### config.mk
export PLATFORM = sky130hd
export DESIGN_NAME = photodiode_conditioner
export DESIGN_NICKNAME = d
export VERILOG_FILES = /design/src/rtl/photodiode_pkg.sv /design/src/rtl/pd_filter_ch.sv /design/src/rtl/photodiode_conditioner.sv
export SDC_FILE = /design/constraint.sdc
export NUM_CORES = 1
export LEC_CHECK = 0
export ABC_CLOCK_PERIOD_IN_PS = 2100
export CAP_MARGIN = 10
export CORE_UTILIZATION = 50
export CTS_BUF_LIST = sky130_fd_sc_hd__clkbuf_4 sky130_fd_sc_hd__clkbuf_8 sky130_fd_sc_hd__clkbuf_16
export DETAILED_ROUTE_END_ITERATION = 10
export HOLD_SLACK_MARGIN = 0.15
export MAX_ROUTING_LAYER = met4
export PLACE_DENSITY = 0.84
export REMOVE_ABC_BUFFERS = 1
export SETUP_SLACK_MARGIN = 0.05
export SYNTH_ARGS = -nofsm -noshare
export SYNTH_HDL_FRONTEND = slang
export SYNTH_SLANG_ARGS = --single-unit
### constraint.sdc
create_clock -name clk -period 2.1 [get_ports clk]
set_clock_uncertainty 0.05 [all_clocks]
set_input_delay 0.525 -clock clk [delete_from_list [all_inputs] [get_ports clk]]
set_output_delay 0.525 -clock clk [all_outputs]
set_load 0.01 [all_outputs]
### src/rtl/photodiode_pkg.sv
// Shared constants for the photodiode timing path (conditioner and delay stages).
package photodiode_pkg;

  localparam int unsigned N_PD_DEFAULT        = 5;
  localparam int unsigned FILT_BITS_DEFAULT   = 8;
  localparam int unsigned FILT_CYCLES_DEFAULT = 16;
  localparam int unsigned GLITCH_CNT_W        = 8;

  localparam logic [GLITCH_CNT_W-1:0] GLITCH_CNT_MAX = '1;

  // Saturating increment for the per-channel glitch counters.
  function automatic logic [GLITCH_CNT_W-1:0] glitch_sat_inc(
    input logic [GLITCH_CNT_W-1:0] value
  );
    return (value == GLITCH_CNT_MAX) ? value : value + GLITCH_CNT_W'(1);
  endfunction

endpackage

### src/rtl/pd_filter_ch.sv
// One photodiode channel: 2-flop synchroniser, persistence filter, level
// register, edge pulses and (with PDC_GLITCH_CNT_EN) a saturating glitch count.
module pd_filter_ch
  import photodiode_pkg::*;
#(
  parameter int unsigned FILT_BITS   = FILT_BITS_DEFAULT,
  parameter int unsigned FILT_CYCLES = FILT_CYCLES_DEFAULT
) (
  input  logic                    clk,
  input  logic                    rst,
  input  logic                    raw,
  input  logic                    err_clr,
  output logic                    level,
  output logic                    rise,
  output logic                    fall,
  output logic                    level_next_c,
  output logic                    rise_next_c,
  output logic [GLITCH_CNT_W-1:0] glitch_cnt
);

  localparam logic [FILT_BITS-1:0] CNT_LAST = FILT_BITS'(FILT_CYCLES - 1);

  logic                 s1;
  logic                 s2;
  logic [FILT_BITS-1:0] cnt;
  logic [FILT_BITS-1:0] cnt_next_c;
  logic                 accept_c;

  // Bring the asynchronous comparator line into the clk domain.
  always_ff @(posedge clk) begin
    if (rst) begin
      s1 <= 1'b0;
      s2 <= 1'b0;
    end else begin
      s1 <= raw;
      s2 <= s1;
    end
  end

  // Count consecutive cycles the synchronised input disagrees with the level.
  always_comb begin
    cnt_next_c = '0;
    accept_c   = 1'b0;
    if (s2 == level) begin
      cnt_next_c = '0;
    end else if (cnt == CNT_LAST) begin
      accept_c   = 1'b1;
    end else begin
      cnt_next_c = cnt + FILT_BITS'(1);
    end
  end

  // Next-cycle values exported so the order check can register in step with PD.
  assign level_next_c = accept_c ? s2 : level;
  assign rise_next_c  = accept_c & s2;

  // Level and edge pulses share one register stage so they never skew.
  always_ff @(posedge clk) begin
    if (rst) begin
      cnt   <= '0;
      level <= 1'b0;
      rise  <= 1'b0;
      fall  <= 1'b0;
    end else begin
      cnt   <= cnt_next_c;
      level <= level_next_c;
      rise  <= rise_next_c;
      fall  <= accept_c & ~s2;
    end
  end

`ifdef PDC_GLITCH_CNT_EN
  logic glitch_c;

  // A partial count abandoned because the input reverted is a glitch.
  assign glitch_c = (cnt != '0) && (s2 == level);

  // Saturating glitch count; a clear in the same cycle drops the increment.
  always_ff @(posedge clk) begin
    if (rst) begin
      glitch_cnt <= '0;
    end else if (err_clr) begin
      glitch_cnt <= '0;
    end else if (glitch_c) begin
      glitch_cnt <= glitch_sat_inc(glitch_cnt);
    end
  end
`else
  logic unused_err_clr;

  // Glitch counting compiled out; the port stays for a stable interface.
  assign glitch_cnt     = '0;
  assign unused_err_clr = err_clr;
`endif

endmodule

### src/rtl/photodiode_conditioner.sv
// Photodiode front-end: per-channel synchronise/filter plus the out-of-order
// rise flag. Optional glitch counters are enabled by defining PDC_GLITCH_CNT_EN.
module photodiode_conditioner
  import photodiode_pkg::*;
#(
  parameter int unsigned N_PD        = N_PD_DEFAULT,
  parameter int unsigned FILT_BITS   = FILT_BITS_DEFAULT,
  parameter int unsigned FILT_CYCLES = FILT_CYCLES_DEFAULT
) (
  input  logic                         clk,
  input  logic                         rst,
  input  logic [N_PD-1:0]              pd_raw,
  input  logic                         err_clr,
  output logic [N_PD-1:0]              PD,
  output logic [N_PD-1:0]              pd_rise,
  output logic [N_PD-1:0]              pd_fall,
  output logic                         order_err,
  output logic [GLITCH_CNT_W*N_PD-1:0] glitch_cnt
);

  logic [N_PD-1:0] pd_next_c;
  logic [N_PD-1:0] rise_next_c;
  logic            order_set_c;

  // Independent filter per photodiode channel.
  for (genvar k = 0; k < N_PD; k++) begin : g_ch
    pd_filter_ch #(
      .FILT_BITS   (FILT_BITS),
      .FILT_CYCLES (FILT_CYCLES)
    ) u_ch (
      .clk          (clk),
      .rst          (rst),
      .raw          (pd_raw[k]),
      .err_clr      (err_clr),
      .level        (PD[k]),
      .rise         (pd_rise[k]),
      .fall         (pd_fall[k]),
      .level_next_c (pd_next_c[k]),
      .rise_next_c  (rise_next_c[k]),
      .glitch_cnt   (glitch_cnt[k*GLITCH_CNT_W +: GLITCH_CNT_W])
    );
  end

  // Channel k rising while channel k-1 will read low is out of order.
  assign order_set_c = |(rise_next_c[N_PD-1:1] & ~pd_next_c[N_PD-2:0]);

  // Sticky error flag; a new violation beats a same-cycle clear.
  always_ff @(posedge clk) begin
    if (rst) begin
      order_err <= 1'b0;
    end else if (order_set_c) begin
      order_err <= 1'b1;
    end else if (err_clr) begin
      order_err <= 1'b0;
    end
  end

endmodule

# Yosys cells after proc, flatten, opt, wreduce, memory -nomap -nowiden
# Index checks and enable logic that the tools add are counted.
[word_totals]
reg_bits = 66
latchBits = 0
ramBits = 0
mem_bits_ro = 0
inputBits = 8
output_inout_bits = 56
elab_cells = 86
mem_count = 0
[op_classes]
n_addsub = 5
mul = 0
div = 0
n_lt_le_gt_ge = 0
n_eq_ne = 10
shift = 0
mux = 16
bitwise = 17
reduce_logical = 7
[ops]
columns = ["op", "n"]
rows = [
  ["$add 8x1->8 const B", 5],
  ["$eq 8x4->1 const B", 5],
  ["$mux 1", 16],
  ["$reduce_or 3->1", 5],
  ["$and 1x1->1", 10],
  ["$eq 1x1->1", 5],
  ["$not 1->1", 5],
  ["$and 4x4->4", 1],
  ["$not 4->4", 1],
  ["$reduce_or 4->1", 1],
  ["$reduce_bool 2->1", 1],
]

# Depth between registers and ports, before layout
[logic_depth]
depth_word = 8
ltp_mapped = 6
mapped_depth_nobuf = 6

# Cells and area by module
# A second synthesis with hierarchy kept.
[unflattened]
hier_cells = 328
hier_area_um2 = 3069.2
[modules_own_cells]
columns = ["module", "instances", "cells_each", "area_each_um2", "seq_area_each_um2"]
rows = [
  ["pd_filter_ch", 5, 64, 601.8, 260.2],
  ["photodiode_conditioner", 1, 8, 60.1, 20.0],
]

# Worst setup path after synthesis
# No wires, ideal clock.
[synth_timing]
path_kind = "reg2reg"
start = "reg g_ch[0].u_ch.cnt[0]"
end = "reg order_err"
setup_time_ns = 0.128
t_arrival_ns = 1.258
required_time_ns = 1.922
path_slack_ns = 0.664
path_stages_with_launch = 7
path_buffers = 0
period_less_slack_ns = 1.436
cell_sequence = "dfxtp_1 -> ha_1 -> and3_1 -> nand2_1 -> mux2i_1 -> a22oi_1 -> o211ai_2"
[synth_via]
elab_chain_cells = 8
elab_cells_between_ends = 9
classes_between = "eq/ne: 1; mux: 4; bitwise: 2; reduce/logical: 2"
[synth_lines]
columns = ["item", "line_no", "rtl"]
rows = [
  ["from (decl)", "pd_filter_ch.sv:25", "logic [FILT_BITS-1:0] cnt;"],
  ["from (signal assigned)", "pd_filter_ch.sv:65", "cnt <= cnt_next_c;"],
  ["$eq 8x4->1 (*)", "pd_filter_ch.sv:46", "end else if (cnt == CNT_LAST) begin"],
  ["$mux 1 (*)", "pd_filter_ch.sv:46", ""],
  ["$mux 1 (*)", "pd_filter_ch.sv:44", "if (s2 == level) begin"],
  ["$mux 1 (*)", "pd_filter_ch.sv:54", "assign level_next_c = accept_c ? s2 : level;"],
  ["$not 4->4 (*)", "photodiode_conditioner.sv:45", "assign order_set_c = |(rise_next_c[N_PD-1:1] & ~pd_next_c[N_PD-2:0]);"],
  ["$and 4x4->4 (*)", "photodiode_conditioner.sv:45", ""],
  ["$reduce_or 4->1 (*)", "photodiode_conditioner.sv:45", ""],
  ["$mux 1 / $reduce_bool 2->1 (equally long branches)", "n/a", ""],
  ["to (signal assigned)", "photodiode_conditioner.sv:50", "order_err <= 1'b0;"],
  ["to (signal assigned)", "photodiode_conditioner.sv:52", "order_err <= 1'b1;"],
  ["to (signal assigned)", "photodiode_conditioner.sv:54", "order_err <= 1'b0;"],
  ["to (decl)", "photodiode_conditioner.sv:17", "output logic order_err,"],
]
# Mark *: on every way between the ends. The rest lies on a longest branch, timed or not.
# A chain may end at the register's enable or synchronous reset.

# Final worst setup path
[layout_timing]
start = "reg g_ch[4].u_ch.level"
end = "out PD[4]"
[layout_rtl]
columns = ["item", "line_no", "rtl"]
rows = [
  ["from (decl)", "pd_filter_ch.sv:13", "output logic level,"],
  ["from (signal assigned)", "pd_filter_ch.sv:66", "level <= level_next_c;"],
  ["to (decl)", "photodiode_conditioner.sv:14", "output logic [N_PD-1:0] PD,"],
]
# No word-level cell between the ends.

==> flow_summary.json <==
{
  "max_cap_violations": 0,
  "cts_sinks": 66,
  "synth.ff_latch_count": 66,
  "synth_top_area_share_pct": 47.0,
  "power_leakage_uw": 0.00122,
  "synthToLayoutAreaGrowth_pct": 9.47,
  "grt_max_degree": 34,
  "hp-start": "g_ch[4].u_ch.cnt[0]",
  "slew_viol_final": 0,
  "remaining_drc_errors": 0,
  "port_buffers": 23,
  "dieArea_sq_um": 5930,
  "wire_per_inst_microns": 10.6,
  "synth_cell_types": 24,
  "grt_use_total_pct": 15.5,
  "setup_violations": 0,
  "critPathMaxFanout": 6,
  "nNetsFinal": 326,
  "crit_path_max_incr_delay_ns": 0.58,
  "synth-edff-count": 0,
  "gp_congestion": 0.805,
  "cts_tree": "yes",
  "yosysTopAreaCell": "dfxtp_1",
  "arrival_ns": 1.34,
  "synthArstFlopShare_pct": 0,
  "finalCritPeriodShare_pct": 91.4,
  "hpwlAfterDp_mm": 2.93,
  "yosysWarnings": 0,
  "layout_min_cycle_time_ns": 1.92,
  "synthTopCellsByArea": "dfxtp_1, buf_4, nor2_1",
  "critPathTopFamily": "buffers and inverters",
  "finalSetupTns_ns": 0,
  "ir_drop_mv": 0.611,
  "timing.rr.start": "g_ch[0].u_ch.cnt[0]",
  "criticalPathCategory": "reg2out",
  "path_clk_slew_ns": 0.06,
  "fmax_mhz": 521,
  "synth_top_flop_cell": "dfxtp_1",
  "num_io_pins": 64,
  "wl_mm": 4.10,
  "startpoint": "g_ch[4].u_ch.level",
  "cts_buffer_depth": 2,
  "dieWidth_microns": 77,
  "power_density_nw_per_um2": 792,
  "ys_seq_area_share_pct": 47.0,
  "dr.pass1.iters": 4,
  "critical_path_buf_inv_count": 1,
  "grt_pass1_wl_mm": 6.90,
  "syn_avg_cell_area_sq_um": 9.47,
  "die_h_microns": 77,
  "rsz0062_at_grt": "false",
  "vias_per_cell": 4.65,
  "root_buffer": "clkbuf_8",
  "final_common_cell": "dfxtp_1",
  "netlist_area_sq_um": 2810,
  "antenna_found_initial": 0,
  "status": "finished clean",
  "finalHoldViolCount": 0,
  "drive_above_1_share_pct": 5.68,
  "grt_overflow": 0,
  "dr_total_vias": 1799,
  "synthCells": 297,
  "startpoint_type": "register",
  "finalPower_uw": 2440,
  "ant_nets": 0,
  "diodes": 0,
  "min_path_type": "reg2reg",
  "grt_pass1_vias": 1602,
  "holdWs_ns": 0.391,
  "drt_iter0_markers": 44,
  "critPathSlowestCell": "clkdlybuf4s50_1",
  "worstPathCellList": "clkdlybuf4s50_1",
  "start_util_pct": 53.4,
  "cts_buffers": 9,
  "final_cell_mix": "dfxtp_1, nor2_1, conb_1",
  "critPathRequiredTime_ns": 1.52,
  "worstSkewPairLatency_ns": 0.33,
  "worstSetupEndpointType": "output port",
  "core.rowCount": 26,
  "post_cts_buffers": 0,
  "fp.coreArea_sq_um": 5270,
  "cts.repair.resized": 0,
  "h-tree-depth": 3,
  "cts-hold-fix-buffers": 0
}
[sequential cells by signal (all words and copies together) (netlist names)]
signal,flops
g_ch.u_ch.level,5
g_ch.u_ch.fall,5
g_ch.u_ch.rise,5
g_ch.u_ch.cnt,40
g_ch.u_ch.s2,5
g_ch.u_ch.s1,5
order_err,1
[kinds of logic after synthesis]
logic type | share of synthesized area, %
other | 0.133
flip-flops | 47.0
AO/OA/AOI/OAI | 1.69
AND/OR/NAND/NOR | 21.7
buffers and inverters | 15.5
XOR/XNOR | 9.96
adder cells (fa/ha/maj) | 2.22
multiplexers | 1.78
[report_power, final]
group | total, uW | switching, uW | internal (uW)
logic | 81.7 | 55.2 | 26.4
clock network | 1090 | 436 | 650
registers | 1270 | 6.32 | 1260
[cell type report]
cell class / instances / area [sq um]
multi-input combinational: 209 / 1200
timing repair buffer: 24 / 250
tap: 70 / 87.6
clock inverter: 2 / 35.0
clock buffer: 13 / 173
fill: 461 / 2190
sequential: 66 / 1320
inverter: 3 / 11.3
[layer usage]
| metal | wire length, microns | global-route usage, % | share of wire [%] | vias up |
|---|---|---|---|---|
| li1 | - | - | - | 909 |
| met1 | 1800 | 17.1 | 44 | 826 |
| met2 | 1970 | 23.9 | 48 | 55 |
| met3 | 248 | 6.90 | 6.1 | 9 |
| met4 | 82 | 6.79 | 2.0 | 0 |
| met5 | 0 | - | 0 | - |
[Yosys cell counts, types with 2 or more instances]
library cell	instances
mux2i_1	5
nand3_1	13
buf_4	55
a21o_1	3
inv_1	3
dfxtp_1	66
nor4b_1	6
xor2_1	13
ha_1	5
nor2_1	48
nand2b_1	10
clkbuf_1	2
nor4_1	5
nor3_1	5
and3_1	13
xnor2_1	19
nor2b_1	11
nand2_1	9
[through the flow]
step / utilization (%) / cell area [sq um] / setup WS [ns] / cells
after floorplan: - / 2530 / 0.659 / 278
after global placement: 54.5 / 2870 / 0.270 / 372
after detailed placement: 54.5 / 2870 / 0.227 / 372
after CTS: 58.4 / 3080 / 0.163 / 387
after global routing: 58.4 / 3080 / 0.132 / 387
final: 58.4 / 3080 / 0.181 / 387
[path summary, 6_finish.rpt]
path | to | slack, ns | depth (start not counted)
worst min register to register | g_ch[4].u_ch.cnt[0] | 0.39 | 1
worst min-delay path | g_ch[4].u_ch.cnt[0] | 0.39 | 1
worst max-delay path | PD[4] | 0.18 | 1
worst max register to register | order_err | 0.53 | 6
No activity file was read; power rests on OpenSTA's default activity.
